[config.mk]
export PLATFORM = sky130hd
export DESIGN_NAME = cpu_seq
export DESIGN_NICKNAME = d
export VERILOG_FILES = /design/src/rtl/cpu_seq_pkg.sv /design/src/rtl/cpu_seq_wdog.sv /design/src/rtl/cpu_seq.sv
export SDC_FILE = /design/constraint.sdc
export NUM_CORES = 1
export LEC_CHECK = 0
export ABC_AREA = 1
export BUFFER_PORTS_ARGS = -buffer_cell sky130_fd_sc_hd__clkbuf_2
export CAP_MARGIN = 40
export CORE_MARGIN = 8
export CORE_UTILIZATION = 54
export DETAILED_ROUTE_END_ITERATION = 12
export GPL_TIMING_DRIVEN = 0
export MAX_ROUTING_LAYER = met4
export PLACE_DENSITY = 0.81
export SETUP_SLACK_MARGIN = 0.5
export SLEW_MARGIN = 20
export SYNTH_ARGS = -nofsm -noshare
export SYNTH_HDL_FRONTEND = slang
export SYNTH_SLANG_ARGS = --single-unit
[constraint.sdc]
create_clock -name i_clk -period 2.15 [get_ports i_clk]
set_input_delay 0.43 -clock i_clk [delete_from_list [all_inputs] [get_ports i_clk]]
set_output_delay 0.43 -clock i_clk [all_outputs]
set_load 0.01 [all_outputs]
[src/rtl/cpu_seq_pkg.sv]
// cpu_seq_pkg: shared state encoding, error codes and reset PC default for the multi-cycle sequencer.
// Contents:
//   seq_state_e    - sequencer states IDLE..ERR
//   ERR_*          - o_err_code values
//   DEF_RESET_PC   - default PC loaded on reset
package cpu_seq_pkg;

    typedef enum logic [2:0] {
        S_IDLE,
        S_FETCH,
        S_DECODE,
        S_EXEC,
        S_MEM,
        S_WB,
        S_HALT,
        S_ERR
    } seq_state_e;

    localparam logic [1:0] ERR_NONE      = 2'd0;
    localparam logic [1:0] ERR_FETCH_TMO = 2'd1;
    localparam logic [1:0] ERR_DATA_TMO  = 2'd2;
    localparam logic [1:0] ERR_MISALIGN  = 2'd3;

    localparam logic [31:0] DEF_RESET_PC = 32'h8000_0000;

endpackage

[src/rtl/cpu_seq_wdog.sv]
// cpu_seq_wdog: wait-state watchdog shared by the FETCH and MEM states.
// Ports:
//   i_clk, i_rst  - clock, synchronous active-high reset
//   i_clr         - hold counter at zero (asserted outside wait states)
//   i_en          - count one waiting cycle
//   o_expired     - current cycle is the last allowed wait cycle (2^TMO_W-1)
module cpu_seq_wdog #(
    parameter int TMO_W = 8
) (
    input  logic i_clk,
    input  logic i_rst,
    input  logic i_clr,
    input  logic i_en,
    output logic o_expired
);

    // Counter holds the number of wait cycles already elapsed, so the
    // (2^TMO_W-1)th wait cycle sees a count of 2^TMO_W-2.
    localparam logic [TMO_W-1:0] LAST = {{(TMO_W-1){1'b1}}, 1'b0};

    logic [TMO_W-1:0] r_cnt;

    always_ff @(posedge i_clk) begin
        if (i_rst || i_clr)
            r_cnt <= '0;
        else if (i_en)
            r_cnt <= r_cnt + TMO_W'(1);
    end

    assign o_expired = i_en && (r_cnt == LAST);

endmodule

[src/rtl/cpu_seq.sv]
// cpu_seq: multi-cycle FETCH/DECODE/EXEC/MEM/WB sequencer with handshake memories, watchdog and counters.
// Ports:
//   i_clk, i_rst            - clock, synchronous active-high reset
//   o_if_req/o_pc           - fetch request and address (held until i_if_rvalid)
//   i_if_rvalid/i_if_rdata  - fetch response
//   o_ins                   - latched instruction to the decoder
//   i_is_load/i_is_store/i_is_ebreak/i_rdwen - decoder flags, stable DECODE..WB
//   i_next_pc               - next PC from the PC unit
//   o_lsu_req/i_lsu_rvalid  - data request / response
//   o_rf_wen                - register-file write strobe (WB only)
//   o_halt/o_err/o_err_code - terminal status
//   o_cycle/o_instret       - active-cycle and retired-instruction counters
module cpu_seq
    import cpu_seq_pkg::*;
#(
    parameter int              XLEN     = 32,
    parameter logic [XLEN-1:0] RESET_PC = XLEN'(DEF_RESET_PC),
    parameter int              CNT_W    = 64,
    parameter int              TMO_W    = 8
) (
    input  logic             i_clk,
    input  logic             i_rst,
    output logic             o_if_req,
    output logic [XLEN-1:0]  o_pc,
    input  logic             i_if_rvalid,
    input  logic [31:0]      i_if_rdata,
    output logic [31:0]      o_ins,
    input  logic             i_is_load,
    input  logic             i_is_store,
    input  logic             i_is_ebreak,
    input  logic             i_rdwen,
    input  logic [XLEN-1:0]  i_next_pc,
    output logic             o_lsu_req,
    input  logic             i_lsu_rvalid,
    output logic             o_rf_wen,
    output logic             o_halt,
    output logic             o_err,
    output logic [1:0]       o_err_code,
    output logic [CNT_W-1:0] o_cycle,
    output logic [CNT_W-1:0] o_instret
);

    seq_state_e       r_state;
    logic [XLEN-1:0]  r_pc;
    logic [31:0]      r_ins;
    logic [CNT_W-1:0] r_cycle;
    logic [CNT_W-1:0] r_instret;
    logic             r_if_req;
    logic             r_lsu_req;
    logic             r_halt;
    logic             r_err;
    logic [1:0]       r_err_code;
    logic             w_wait;
    logic             w_expired;

    assign w_wait = (r_state == S_FETCH) || (r_state == S_MEM);

    cpu_seq_wdog #(.TMO_W(TMO_W)) u_wdog (
        .i_clk     (i_clk),
        .i_rst     (i_rst),
        .i_clr     (!w_wait),
        .i_en      (w_wait),
        .o_expired (w_expired)
    );

    // Request/status outputs are registered alongside the state they belong to.
    always_ff @(posedge i_clk) begin
        if (i_rst) begin
            r_state    <= S_IDLE;
            r_pc       <= RESET_PC;
            r_ins      <= '0;
            r_cycle    <= '0;
            r_instret  <= '0;
            r_if_req   <= 1'b0;
            r_lsu_req  <= 1'b0;
            r_halt     <= 1'b0;
            r_err      <= 1'b0;
            r_err_code <= ERR_NONE;
        end else begin
            if (r_state inside {S_FETCH, S_DECODE, S_EXEC, S_MEM, S_WB})
                r_cycle <= r_cycle + CNT_W'(1);
            case (r_state)
                S_IDLE: begin
                    r_state  <= S_FETCH;
                    r_if_req <= 1'b1;
                end
                S_FETCH: begin
                    // A response in the final wait cycle beats the timeout.
                    if (i_if_rvalid) begin
                        r_ins    <= i_if_rdata;
                        r_state  <= S_DECODE;
                        r_if_req <= 1'b0;
                    end else if (w_expired) begin
                        r_state    <= S_ERR;
                        r_if_req   <= 1'b0;
                        r_err      <= 1'b1;
                        r_err_code <= ERR_FETCH_TMO;
                    end
                end
                S_DECODE: begin
                    if (i_is_ebreak) begin
                        r_state   <= S_HALT;
                        r_halt    <= 1'b1;
                        r_instret <= r_instret + CNT_W'(1);
                    end else begin
                        r_state <= S_EXEC;
                    end
                end
                S_EXEC: begin
                    if (i_is_load || i_is_store) begin
                        r_state   <= S_MEM;
                        r_lsu_req <= 1'b1;
                    end else begin
                        r_state <= S_WB;
                    end
                end
                S_MEM: begin
                    if (i_lsu_rvalid) begin
                        r_state   <= S_WB;
                        r_lsu_req <= 1'b0;
                    end else if (w_expired) begin
                        r_state    <= S_ERR;
                        r_lsu_req  <= 1'b0;
                        r_err      <= 1'b1;
                        r_err_code <= ERR_DATA_TMO;
                    end
                end
                S_WB: begin
                    if (i_next_pc[1:0] != 2'b00) begin
                        r_state    <= S_ERR;
                        r_err      <= 1'b1;
                        r_err_code <= ERR_MISALIGN;
                    end else begin
                        r_pc      <= i_next_pc;
                        r_instret <= r_instret + CNT_W'(1);
                        r_state   <= S_FETCH;
                        r_if_req  <= 1'b1;
                    end
                end
                default: ;
            endcase
        end
    end

    // The write strobe is suppressed when reset lands on the WB cycle.
    assign o_rf_wen   = (r_state == S_WB) && i_rdwen && !i_is_store && !i_rst;
    assign o_if_req   = r_if_req;
    assign o_lsu_req  = r_lsu_req;
    assign o_pc       = r_pc;
    assign o_ins      = r_ins;
    assign o_halt     = r_halt;
    assign o_err      = r_err;
    assign o_err_code = r_err_code;
    assign o_cycle    = r_cycle;
    assign o_instret  = r_instret;

endmodule

* Word level (Yosys, flattened, before mapping) *
Cells that the tools add are included.

word-level totals
  bits in registers = 209
  output and inout bits = 199
  word-level logic and storage cells = 85

operators by class
  add/subtract/negate cells = 3
  equal/unequal tests = 16
  muxes and demuxes = 28
  bitwise logic cells = 1
  reductions and logical operators = 26

operators with widths
  cell                                                              count
  64-bit by 1-bit adder with 64-bit output (second input constant)  2
  64-bit two-way mux                                                2
  64-bit one-hot mux with 2 select lines                            1
  3-bit one-hot mux with 6 select lines                             1
  3-bit two-way mux                                                 5
  1-bit two-way mux                                                 10
  2-bit two-way mux                                                 5
  2-bit != test (second input constant)                             5
  3-bit AND reduction                                               3
  8-bit by 1-bit adder with 8-bit output (second input constant)    1
  8-bit == test (second input constant)                             1
  3-bit by 2-bit == test with 1-bit output (second input constant)  2
  3-bit == test (second input constant)                             2
  2-bit by 1-bit != test with 1-bit output (second input constant)  3
  3-bit by 2-bit != test with 1-bit output (second input constant)  2
  1-bit one-hot mux with 3 select lines                             2
  2-bit one-hot mux with 3 select lines                             1
  2-bit AND reduction                                               3
  6-bit AND reduction                                               1
  2-bit nonzero test                                                3
  3-bit nonzero test                                                2
  6-bit nonzero test                                                1
  5-bit nonzero test                                                1
  1-bit logical AND                                                 4
  other kinds (7)                                                   11

* Longest topological paths before layout *
Gate-level depths: netlist (run 1).

  depth in word-level cells = 6
  depth in mapped cells = 11
  depth with buffers taken out = 11

* Cells and area by module *
From an unflattened synthesis (run 1), not the netlist that was laid out.

unflattened totals
  cells, all modules = 1,690
  area, all modules = 10,659.0 um^2

by module, submodules not included
  module        times used  cells each  area each (um^2)
  cpu_seq       1           1,638       10,264.8
  cpu_seq_wdog  1           52          394.1

* Worst setup path before layout (run 1) *
Ideal clock, no wire load.

  path kind = register to register
  start = reg r_cycle[0] (netlist: o_cycle[0])
  end = reg r_cycle[48] (netlist: o_cycle[48])
  library setup time = 0.115 ns
  arrival time = 1.581 ns
  required time = 2.035 ns
  setup slack = 0.454 ns
  cell stages (with the launch flop) = 11
  buffers on the path = 0
  clock period less this slack = 1.696 ns
  cells stage by stage = dfxtp_1 > ha_1 > nand3_1 > nor2_1 > nand2_1 > inv_1 > nand3_1 > nor2_1 > nand3_1 > nand2_1 > nor2_1

between the ends
  cells in the longest elaborated chain, start to end = 1

ends and longest elaborated chain
  what                                      RTL line       text
  from (decl)                               cpu_seq.sv:46  logic [CNT_W-1:0] r_cycle;
  from (signal assigned)                    cpu_seq.sv:81  r_cycle <= r_cycle + CNT_W'(1);
  64-bit by 1-bit adder with 64-bit output  cpu_seq.sv:81

Every way passes these cells.
A chain may end at the register's enable or synchronous reset.

* Worst setup path in the final report (run 1) *
  start = reg r_state[2]
  end = out o_rf_wen

between the ends
  cells in the longest elaborated chain, start to end = 4

ends and longest elaborated chain
  what                             RTL line        text
  from (decl)                      cpu_seq.sv:43   seq_state_e r_state;
  from (signal assigned)           cpu_seq.sv:69   r_state <= S_IDLE;
  from (signal assigned)           cpu_seq.sv:84   r_state <= S_FETCH;
  from (signal assigned)           cpu_seq.sv:91   r_state <= S_DECODE;
  3-bit == test                    cpu_seq.sv:146  assign o_rf_wen = (r_state == S_WB) && i_rdwen && !i_is_store && !i_rst;
  1-bit logical AND (3 in series)  cpu_seq.sv:146
  to (decl)                        cpu_seq.sv:35   output logic o_rf_wen,

Every way passes these cells.

==> impl_metrics.csv, run 1 <==
group,metric,value,unit
pwr,ir_worst_vdd,712,µV
sta,rsz0062_at_grt,"true",
sta,max_freq,0.529,GHz
route,via_count,12800,
cts,clockBufferDepth,3,
pwr,pwr-share-comb,24.3,%
final_layout,drive_gt1_share,32.5,%
global_route,grt.total_usage,30.1,%
critical_path,cp.buffers_inverters,2,
sta,final.setup.tns,0,ns
synthesis,synth_ff_type,"dfxtp_1",
sta,worst_slack,0.260,ns
cts,holdBufCountCts,0,
synthesis,syn-instance-count,1669,
floorplanning,die_y,155,µm
floorplanning,rows,51,
route,wl_met3,3340,µm
critical_path,path_class,"register to output pin",
sta,period_share,87.9,%
cts,cts-root-buf,"clkbuf_16",
sta,min_period,1.89,ns
pwr,p_int,0.00764,W
route,top_layer,"met4",
pwr,power_frac_clock,36.6,%
placement,dp_slack,0.0626,ns
final_layout,final_cell_mix,"nor2_1 (368), nand2_1 (362), clkbuf_2 (280)",
final_layout,area_growth,39.8,%
cts,cts_tree,"yes",
synthesis,yosysWarnings,0,
cts,clkSinkCount,209,
critical_path,cp_top_family,"flip-flops",
synthesis,synth_enable_flop_cells,0,
critical_path,arrival,1.46,ns
synthesis,syn-num-nets,1745,
cts,cts.htree.levels,1,
sta,setup_violations,0,
synthesis,syn_area_per_cell,6.29,µm²
route,drcViolationCount,0,
min_path,hold_class,"input port to register",
floorplanning,die-area,24200,µm²
placement,globalplace.congestion,0.967,
synthesis,synth_area,10500,µm²
floorplanning,dieWidth,155,µm
critical_path,slowest_stage,"dfxtp_4",
synthesis,synthArstFlopShare,0,%
critical_path,critPathCaptureType,"output pin",
critical_path,crit_path_cell_trace,"buf_8 > nand3_2 > nor3_4 > buf_6",
cts,numCtsBuffers,24,
cts,clkTransAtPathRegs,0.06,ns
final_layout,nets,2100,
route,wl,39900,µm
sta,timing.slew.headroom,45.2,%
floorplanning,ios,271,
sta,final_hold_viol_count,0,
final_layout,n_antenna_cell,0,
route,routedWlPerCell,17.3,µm
pwr,powerDensity,760,nW/µm²
synthesis,synth-seq-area-share,39.8,%
sta,finalMaxSlewViolations,0,
synthesis,ys_ff_latch,209,
final_layout,layout_commonest_cell,"nor2_1",
sta,final.setup_skew,0.0140,ns
floorplanning,coreArea,19300,µm²
global_route,grt_pass1_wl,57500,µm
run,cap_viol_max_count,0,
route,ant_nets,0,
sta,worst_slew_pin_slew,0.822,ns
run_status,status,"complete, no violations",
global_route,antenna_found_initial,0,
global_route,grt_overflow,0,
critical_path,crit_fanout,10,
pwr,p_leak,5.83,nW
critical_path,critPathLaunchType,"register",
route,via_per_inst,5.53,
synthesis,synth.distinct_cells,36,
pwr,p_seq_share,39.1,%
pwr,netSwitchingFraction,31.5,%
route,dr.pass1.iters,5,
cts,clk_latency,0.52,ns
floorplanning,initial_core_util,54.5,%
critical_path,max_stage_delay,0.37,ns
pwr,netSwitchingPower,0.00352,W
global_route,grt_pass1_vias,11300,
global_route,grt_max_degree,13,
placement,portBuffers,270,
route,wl_met1,15600,µm
route,first_iter_violations,1265,
route,met2_length,19300,µm
placement,dp_hpwl,27800,µm
critical_path,crit_required,1.72,ns
## tightest hold or removal path, delay by kind of cell
family	cells	cell delay [ns]
buf+inv	1	0.08
simple gates	2	0.11
## cell type report
class	count	area (µm²)
multi-input cells	1277	6590
fillers	1482	4580
flip-flops and latches	209	4300
repair buffers	329	1890
clock buffers	34	709
inverters	140	541
well taps	265	332
plain buffers	43	260
clock inverters	8	70.1
## repair_timing
action | in CTS | in global routing
buffers inserted | 9 | 47
endpoints found under the hold margin | 0 | 0
endpoints found under the setup margin | 183 | 183
cloned | 0 | 3
pin swaps | 11 | 60
resized for setup | 116 | 294
## registers in the layout (all words and copies together), names as in the netlist, 2 cells and up
name,count
o_cycle,64
o_instret,64
o_ins,32
o_pc,32
u_wdog.r_cnt,8
r_state,3
o_err_code,2
## routing by layer
layer,GRT usage [%],vias up
met5,-,-
met4,11.6,0
met3,4.58,154
met2,49.9,662
met1,36.3,5889
li1,-,6045
## Yosys cell counts, types with 5 or more instances
| master | n | area (µm²) |
|---|---|---|
| o21ai_0 | 98 | 490 |
| a21oi_1 | 62 | 310 |
| clkbuf_1 | 30 | 113 |
| nor2_2 | 9 | 56.3 |
| nand3b_1 | 5 | 37.5 |
| nand3_1 | 106 | 531 |
| nand2_1 | 405 | 1520 |
| nor3_1 | 22 | 110 |
| inv_1 | 137 | 514 |
| o21bai_1 | 7 | 52.6 |
| buf_2 | 6 | 30.0 |
| xor2_1 | 16 | 140 |
| nand4_1 | 32 | 200 |
| nor2_1 | 469 | 1760 |
| dfxtp_1 | 209 | 4180 |
| nor3b_1 | 5 | 37.5 |
| nand3_2 | 7 | 70.1 |
| a31oi_1 | 6 | 37.5 |
| xnor2_1 | 5 | 43.8 |
## kinds of logic (layout without fill, tap and decap cells)
group,after synthesis,count (layout),synth area share (%)
buffers and inverters,183,554,6.75
AND/OR/NAND/NOR,1072,1072,42.2
AO/OA/AOI/OAI,180,180,8.94
XOR/XNOR,21,21,1.75
flip-flops,209,209,39.8
adder cells (fa/ha/maj),4,4,0.476
## power groups by stage
stage	registers, W	logic, W	clock network [W]
final	0.00437	0.00271	0.00408
after floorplan	0.00452	0.00103	0
after global placement	0.00441	0.00183	0
after global routing	0.00440	0.00290	0.00425
after detailed placement	0.00442	0.00185	0
after CTS	0.00436	0.00207	0.00409
## through the flow
stage               std cells  instance area (µm²)  hold WS [ns]  power (W)  utilization, %
floorplan                1669                10500         0.430    0.00554               -
global placement         2204                12200         0.432    0.00624            63.3
detailed placement       2204                12200         0.440    0.00627            63.3
CTS                      2255                13400         0.139     0.0105            69.6
global route             2305                14700         0.146     0.0115            76.2
finish                   2305                14700         0.146     0.0112            76.2
## path summary, 6_finish.rpt
path                       from       endpoint  slack (ns)  cells past startpoint
setup reg to reg     r_state[0]  o_instret[47]        0.32                     13
setup / recovery     r_state[2]       o_rf_wen        0.26                      4
hold reg to reg         o_pc[1]        o_pc[1]        0.45                      2
hold / removal    i_next_pc[31]       o_pc[31]        0.15                      3
(Power assumes the default switching activity.)
==> run 2: changes to the inputs <==
--- a/config.mk
+++ b/config.mk
@@ -13,7 +13,7 @@
 export DETAILED_ROUTE_END_ITERATION = 12
 export GPL_TIMING_DRIVEN = 0
 export MAX_ROUTING_LAYER = met4
-export PLACE_DENSITY = 0.81
+export PLACE_DENSITY = 0.85
 export SETUP_SLACK_MARGIN = 0.5
 export SLEW_MARGIN = 20
 export SYNTH_ARGS = -nofsm -noshare
==> run 2 against run 1 <==
Net effect:
- fmax up 2.5%
- clock power up 4%
- routed wire length down 5.8%
- largest power group unchanged
- critical path type unchanged
- global-route usage down 0.13 points
- final cell count down 1.3%
- die area unchanged
- total power down 1.7%
- sequential cell count unchanged
- worst setup slack better by 0.046 ns
- clock skew up 0.0095 ns
- utilization down 3.0 points
- via count down 3.3%
==> impl_metrics.csv, run 2 (synthesis results as in run 1) <==
group,metric,value,unit
route,via_per_inst,5.42,
cts,holdBufCountCts,0,
floorplanning,ios,271,
sta,timing.hold.ws,0.124,ns
min_path,hold_class,"input port to register",
placement,placed_cell_area,12200,µm²
critical_path,critPathLaunchType,"register",
final_layout,area_growth,34.3,%
critical_path,path_class,"register to output pin",
cts,cts-root-buf,"clkbuf_16",
final_layout,final_cell_mix,"nor2_1 (387), nand2_1 (378), clkbuf_2 (274)",
final_layout,final_cell_area,14100,µm²
cts,clkTransAtPathRegs,0.06,ns
sta,min_period,1.84,ns
floorplanning,die-area,24200,µm²
placement,globalplace.congestion,1.03,
sta,period_share,85.8,%
final_layout,n_antenna_cell,0,
final_layout,layout_commonest_cell,"nor2_1",
pwr,netSwitchingPower,0.00338,W
sta,worst_slack,0.306,ns
global_route,antenna_found_initial,0,
cts,cts_tree,"yes",
floorplanning,initial_core_util,54.5,%
cts,clockBufferDepth,3,
sta,final.setup_skew,0.0234,ns
critical_path,crit_required,1.72,ns
pwr,ir_worst_vdd,598,µV
placement,portBuffers,270,
final_layout,fin_cells,2275,
floorplanning,coreArea,19300,µm²
floorplanning,rows,51,
pwr,powerDensity,778,nW/µm²
sta,worst_slew_pin_slew,0.834,ns
pwr,power_frac_clock,38.9,%
critical_path,critPathCaptureType,"output pin",
run_status,status,"complete, no violations",
pwr,p_seq_share,39.9,%
pwr,pwr-share-comb,21.2,%
cts,cts.htree.levels,1,
global_route,grt_pass1_wl,57600,µm
route,ant_nets,0,
final_layout,nets,2068,
critical_path,crit_fanout,10,
placement,dp_hpwl,27500,µm
sta,rsz0062_at_grt,"true",
cts,clk_latency,0.53,ns
sta,max_freq,0.542,GHz
cts,numCtsBuffers,24,
sta,timing.slew.headroom,44.4,%
pwr,p_leak,5.59,nW
pwr,p_int,0.00759,W
sta,setup_violations,0,
sta,final.setup.tns,0,ns
global_route,grt_pass1_vias,11300,
final_layout,drive_gt1_share,28.1,%
global_route,grt.total_usage,29.9,%
route,dr.pass1.iters,5,
global_route,grt_max_degree,14,
route,drcViolationCount,0,
sta,final_hold_viol_count,0,
pwr,netSwitchingFraction,30.8,%
critical_path,arrival,1.41,ns
route,first_iter_violations,1086,
placement,dp_slack,0.0669,ns
global_route,grt_overflow,0,
floorplanning,die_y,155,µm
route,via_count,12300,
route,wl,37600,µm
floorplanning,dieWidth,155,µm
placement,dp_cells,2204,
run,cap_viol_max_count,0,
route,routedWlPerCell,16.5,µm
cts,clkSinkCount,209,
sta,finalMaxSlewViolations,0,
[run 2: changes by cell type in the layout (fill, tap and decap cells not counted), moves of 14 or more]
cell | before | now
buf_4 | 46 | 27
dfxtp_1 | 151 | 170
dfxtp_2 | 42 | 26
nand2_1 | 362 | 378
nand2_2 | 38 | 24
nor2_1 | 368 | 387
[run 2: path summary, 6_finish.rpt]
path / slack, ns / start / depth (start not counted) / to
setup / recovery: 0.31 / r_state[2] / 4 / o_rf_wen
hold / removal: 0.12 / i_next_pc[31] / 3 / o_pc[31]
setup reg to reg: 0.36 / r_state[1] / 10 / o_instret[43]
hold reg to reg: 0.45 / o_pc[0] / 2 / o_pc[0]
[run 2: power by group through the flow]
stage          registers [W]  logic [W]  clock network (W)
2_1_floorplan        0.00452    0.00103                  0
3_5_place_dp         0.00443    0.00184                  0
3_3_place_gp         0.00441    0.00181                  0
5_1_grt              0.00441    0.00251            0.00446
6_report             0.00438    0.00233            0.00426
4_1_cts              0.00437    0.00207            0.00430
[run 2: layout make-up]
type / count / area, µm²
Buffer: 43 / 246
Clock buffer: 31 / 678
Clock inverter: 13 / 144
Fill cell: 1635 / 5160
Inverter: 140 / 538
Multi-Input combinational cell: 1277 / 6320
Sequential cell: 209 / 4270
Tap cell: 265 / 332
Timing Repair Buffer: 297 / 1580
[run 2: critical path: stages, from the launching register on]
cell and delay, ns:
dfxtp_4 0.37, buf_8 0.14, nand3_2 0.08, nor3_2 0.12, buf_2 0.17
[run 2: per-layer routing]
layer	track usage [%]	wire length (µm)
met5	-	0
met4	11.3	1620
met3	4.74	2970
met2	49.9	18200
met1	35.9	14800
[run 2: through the flow]
stage | power, W | util, %
5_1_grt | 0.0114 | 73.2
3_3_place_gp | 0.00623 | 63.3
2_1_floorplan | 0.00554 | -
4_1_cts | 0.0107 | 70.0
6_report | 0.0110 | 73.2
3_5_place_dp | 0.00627 | 63.3
[run 2: repair_timing]
action	4_1_cts	5_1_grt
setup endpoints to repair	180	191
resized for setup	112	184
buffers inserted	10	16
pin swaps	14	33
cloned	1	0
==> run 3: changes to the inputs <==
--- a/config.mk
+++ b/config.mk
@@ -6,14 +6,14 @@
 export NUM_CORES = 1
 export LEC_CHECK = 0
 export ABC_AREA = 1
-export BUFFER_PORTS_ARGS = -buffer_cell sky130_fd_sc_hd__clkbuf_2
 export CAP_MARGIN = 40
 export CORE_MARGIN = 8
-export CORE_UTILIZATION = 54
+export CORE_UTILIZATION = 55
 export DETAILED_ROUTE_END_ITERATION = 12
+export DONT_BUFFER_PORTS = 1
 export GPL_TIMING_DRIVEN = 0
 export MAX_ROUTING_LAYER = met4
-export PLACE_DENSITY = 0.85
+export PLACE_DENSITY = 0.74
 export SETUP_SLACK_MARGIN = 0.5
 export SLEW_MARGIN = 20
 export SYNTH_ARGS = -nofsm -noshare
==> run 3 against run 2 <==
Net effect:
- combinational power barely moved
- non-clock buffer count fell by 245
- worst hold slack got worse by 0.090 ns
- global-route usage fell by 1.7 points
- sequential cell count did not move
- worst setup slack improved by 0.064 ns
- die area fell by 1.6%
- final cell count fell by 12%
- utilization fell by 0.88 points
- critical path depth rose by 6
- register-to-register slack barely moved
- via count fell by 6.5%
==> impl_metrics.csv, run 3 (synthesis results as in run 1) <==
group,metric,value,unit
run_status,status,"complete, no violations",
critical_path,crit_fanout,7,
final_layout,fillers,1481,
final_layout,drive_gt1_share,25.6,%
route,drcViolationCount,0,
global_route,grt_overflow,0,
sta,timing.slew.headroom,45.9,%
placement,dp_hpwl,25800,µm
pwr,powerDensity,821,nW/µm²
cts,clk_latency,0.51,ns
critical_path,reg2reg_to,"o_instret[23]",
final_layout,area_growth,28.8,%
sta,final.setup.tns,0,ns
floorplanning,ios,271,
global_route,grt_max_degree,15,
global_route,grt-busiest-layer,"met2",
cts,clockBufferDepth,3,
placement,dp_cells,1903,
sta,period_share,82.8,%
floorplanning,coreArea,18700,µm²
cts,cts-root-buf,"clkbuf_16",
min_path,holdCritStartpoint,"i_next_pc[31]",
run,cap_viol_max_count,0,
critical_path,critPathCaptureType,"register",
critical_path,r2r.worst_path.cells,10,
route,dr.pass1.iters,6,
floorplanning,die-area,23800,µm²
placement,dp_slack,-0.0624,ns
sta,final.setup_skew,0.0146,ns
final_layout,multi_input_area,6700,µm²
final_layout,layout_commonest_cell,"nor2_1",
critical_path,timing.rr.start,"r_state[1]",
global_route,grt.total_usage,28.2,%
final_layout,final_cell_mix,"nor2_1 (369), nand2_1 (354), inv_1 (124)",
cts,holdBufCountCts,0,
cts,numCtsBuffers,23,
critical_path,crit_path_cell_trace,"inv_6 > nor2_4 > nand3_4 > nand2_8 > buf_12 > nand2_8 > nor2_4 > nand2_2 > o21ai_2 > nor2_1",
cts,cts.htree.levels,1,
min_path,hold-path-endpoint,"o_pc[31]",
final_layout,final_util,72.3,%
sta,worst_slew_pin_slew,0.812,ns
pwr,ir_worst_vdd,669,µV
placement,globalplace.congestion,0.950,
placement,portBuffers,0,
critical_path,path_class,"register to register",
critical_path,critPathLaunchType,"register",
route,routedWlPerCell,18.6,µm
min_path,min_delay_path_depth,2,
critical_path,max_stage_delay,0.41,ns
route,wl,37100,µm
global_route,grt_util_met2,48.0,%
cts,clkTransAtPathRegs,0.06,ns
global_route,use_met1,32.6,%
final_layout,n_antenna_cell,0,
global_route,met3_usage,6.49,%
sta,finalMaxSlewViolations,0,
global_route,grt_pass1_vias,10300,
cts,cts_tree,"yes",
sta,rsz0062_at_grt,"true",
min_path,hold_class,"input port to register",
floorplanning,rows,50,
final_layout,fin_cells,1996,
floorplanning,dieWidth,154,µm
floorplanning,die_y,154,µm
floorplanning,initial_core_util,56.2,%
sta,final_hold_viol_count,0,
final_layout,regArea,4390,µm²
global_route,grt_pass1_wl,53800,µm
critical_path,slowest_stage,"dfxtp_4",
route,ant_nets,0,
route,via_per_inst,5.78,
critical_path,crit_required,2.55,ns
pwr,p_leak,4.65,nW
sta,worst_slack,0.370,ns
sta,setup_violations,0,
sta,max_freq,0.562,GHz
sta,min_period,1.78,ns
cts,clkSinkCount,209,
route,first_iter_violations,960,
critical_path,arrival,2.18,ns
route,via_count,11500,
global_route,antenna_found_initial,0,
final_layout,nets,1822,
critical_path,reg2reg_setup_slack,0.37,ns
-- run 3: layout make-up --
class / count / area share, %
multi-input cells: 1277 / 49.5
well taps: 234 / 2.16
inverters: 140 / 4.05
plain buffers: 43 / 1.96
clock buffers: 28 / 4.69
repair buffers: 52 / 3.88
clock inverters: 13 / 1.29
flip-flops and latches: 209 / 32.4
-- run 3: stage by stage --
step | hold WS [ns] | power (W) | cell area, µm²
after detailed placement | 0.462 | 0.00600 | 10800
final | 0.0344 | 0.0111 | 13500
after floorplan | 0.430 | 0.00554 | 10500
after global placement | 0.445 | 0.00595 | 10800
after global routing | 0.0428 | 0.0115 | 13500
after CTS | 0.0247 | 0.0104 | 12200
-- run 3: worst max path at each step --
stage | startpoint | end | slack [ns] | depth (start not counted)
3_5_place_dp | o_cycle[1] | o_cycle[46] | -0.06 | 10
2_1_floorplan | o_cycle[1] | o_cycle[46] | 0.52 | 10
4_1_cts | r_state[0] | o_rf_wen | 0.33 | 4
5_1_grt | r_state[1] | o_instret[23] | 0.31 | 10
6_report | r_state[1] | o_instret[23] | 0.37 | 10
3_3_place_gp | o_cycle[1] | o_cycle[46] | -0.02 | 10
-- run 3: worst max-delay path: cells and delay by family, from the launching register on --
family,cells,cell delay (ns)
simple gates,7,0.88
flops,1,0.41
buf+inv,2,0.22
compound gates,1,0.14
-- run 3: timing repair --
| action | in CTS | in global routing |
|---|---|---|
| resized for setup | 150 | 335 |
| cloned | 0 | 5 |
| pin swaps | 16 | 92 |
| setup buffers | 14 | 33 |
| setup endpoints to repair | 185 | 192 |
-- run 3: routing by layer --
metal | wire length, µm | part of all wire [%]
met4 | 1570 | 4.2
met5 | 0 | 0
met3 | 3520 | 9.5
met1 | 13800 | 37
met2 | 18300 | 49
-- run 3: where the power goes --
part | switching [W] | internal, W | total [W]
Sequential | 0.000401 | 0.00415 | 0.00455
Clock | 0.00166 | 0.00258 | 0.00424
Combinational | 0.00136 | 0.000953 | 0.00231
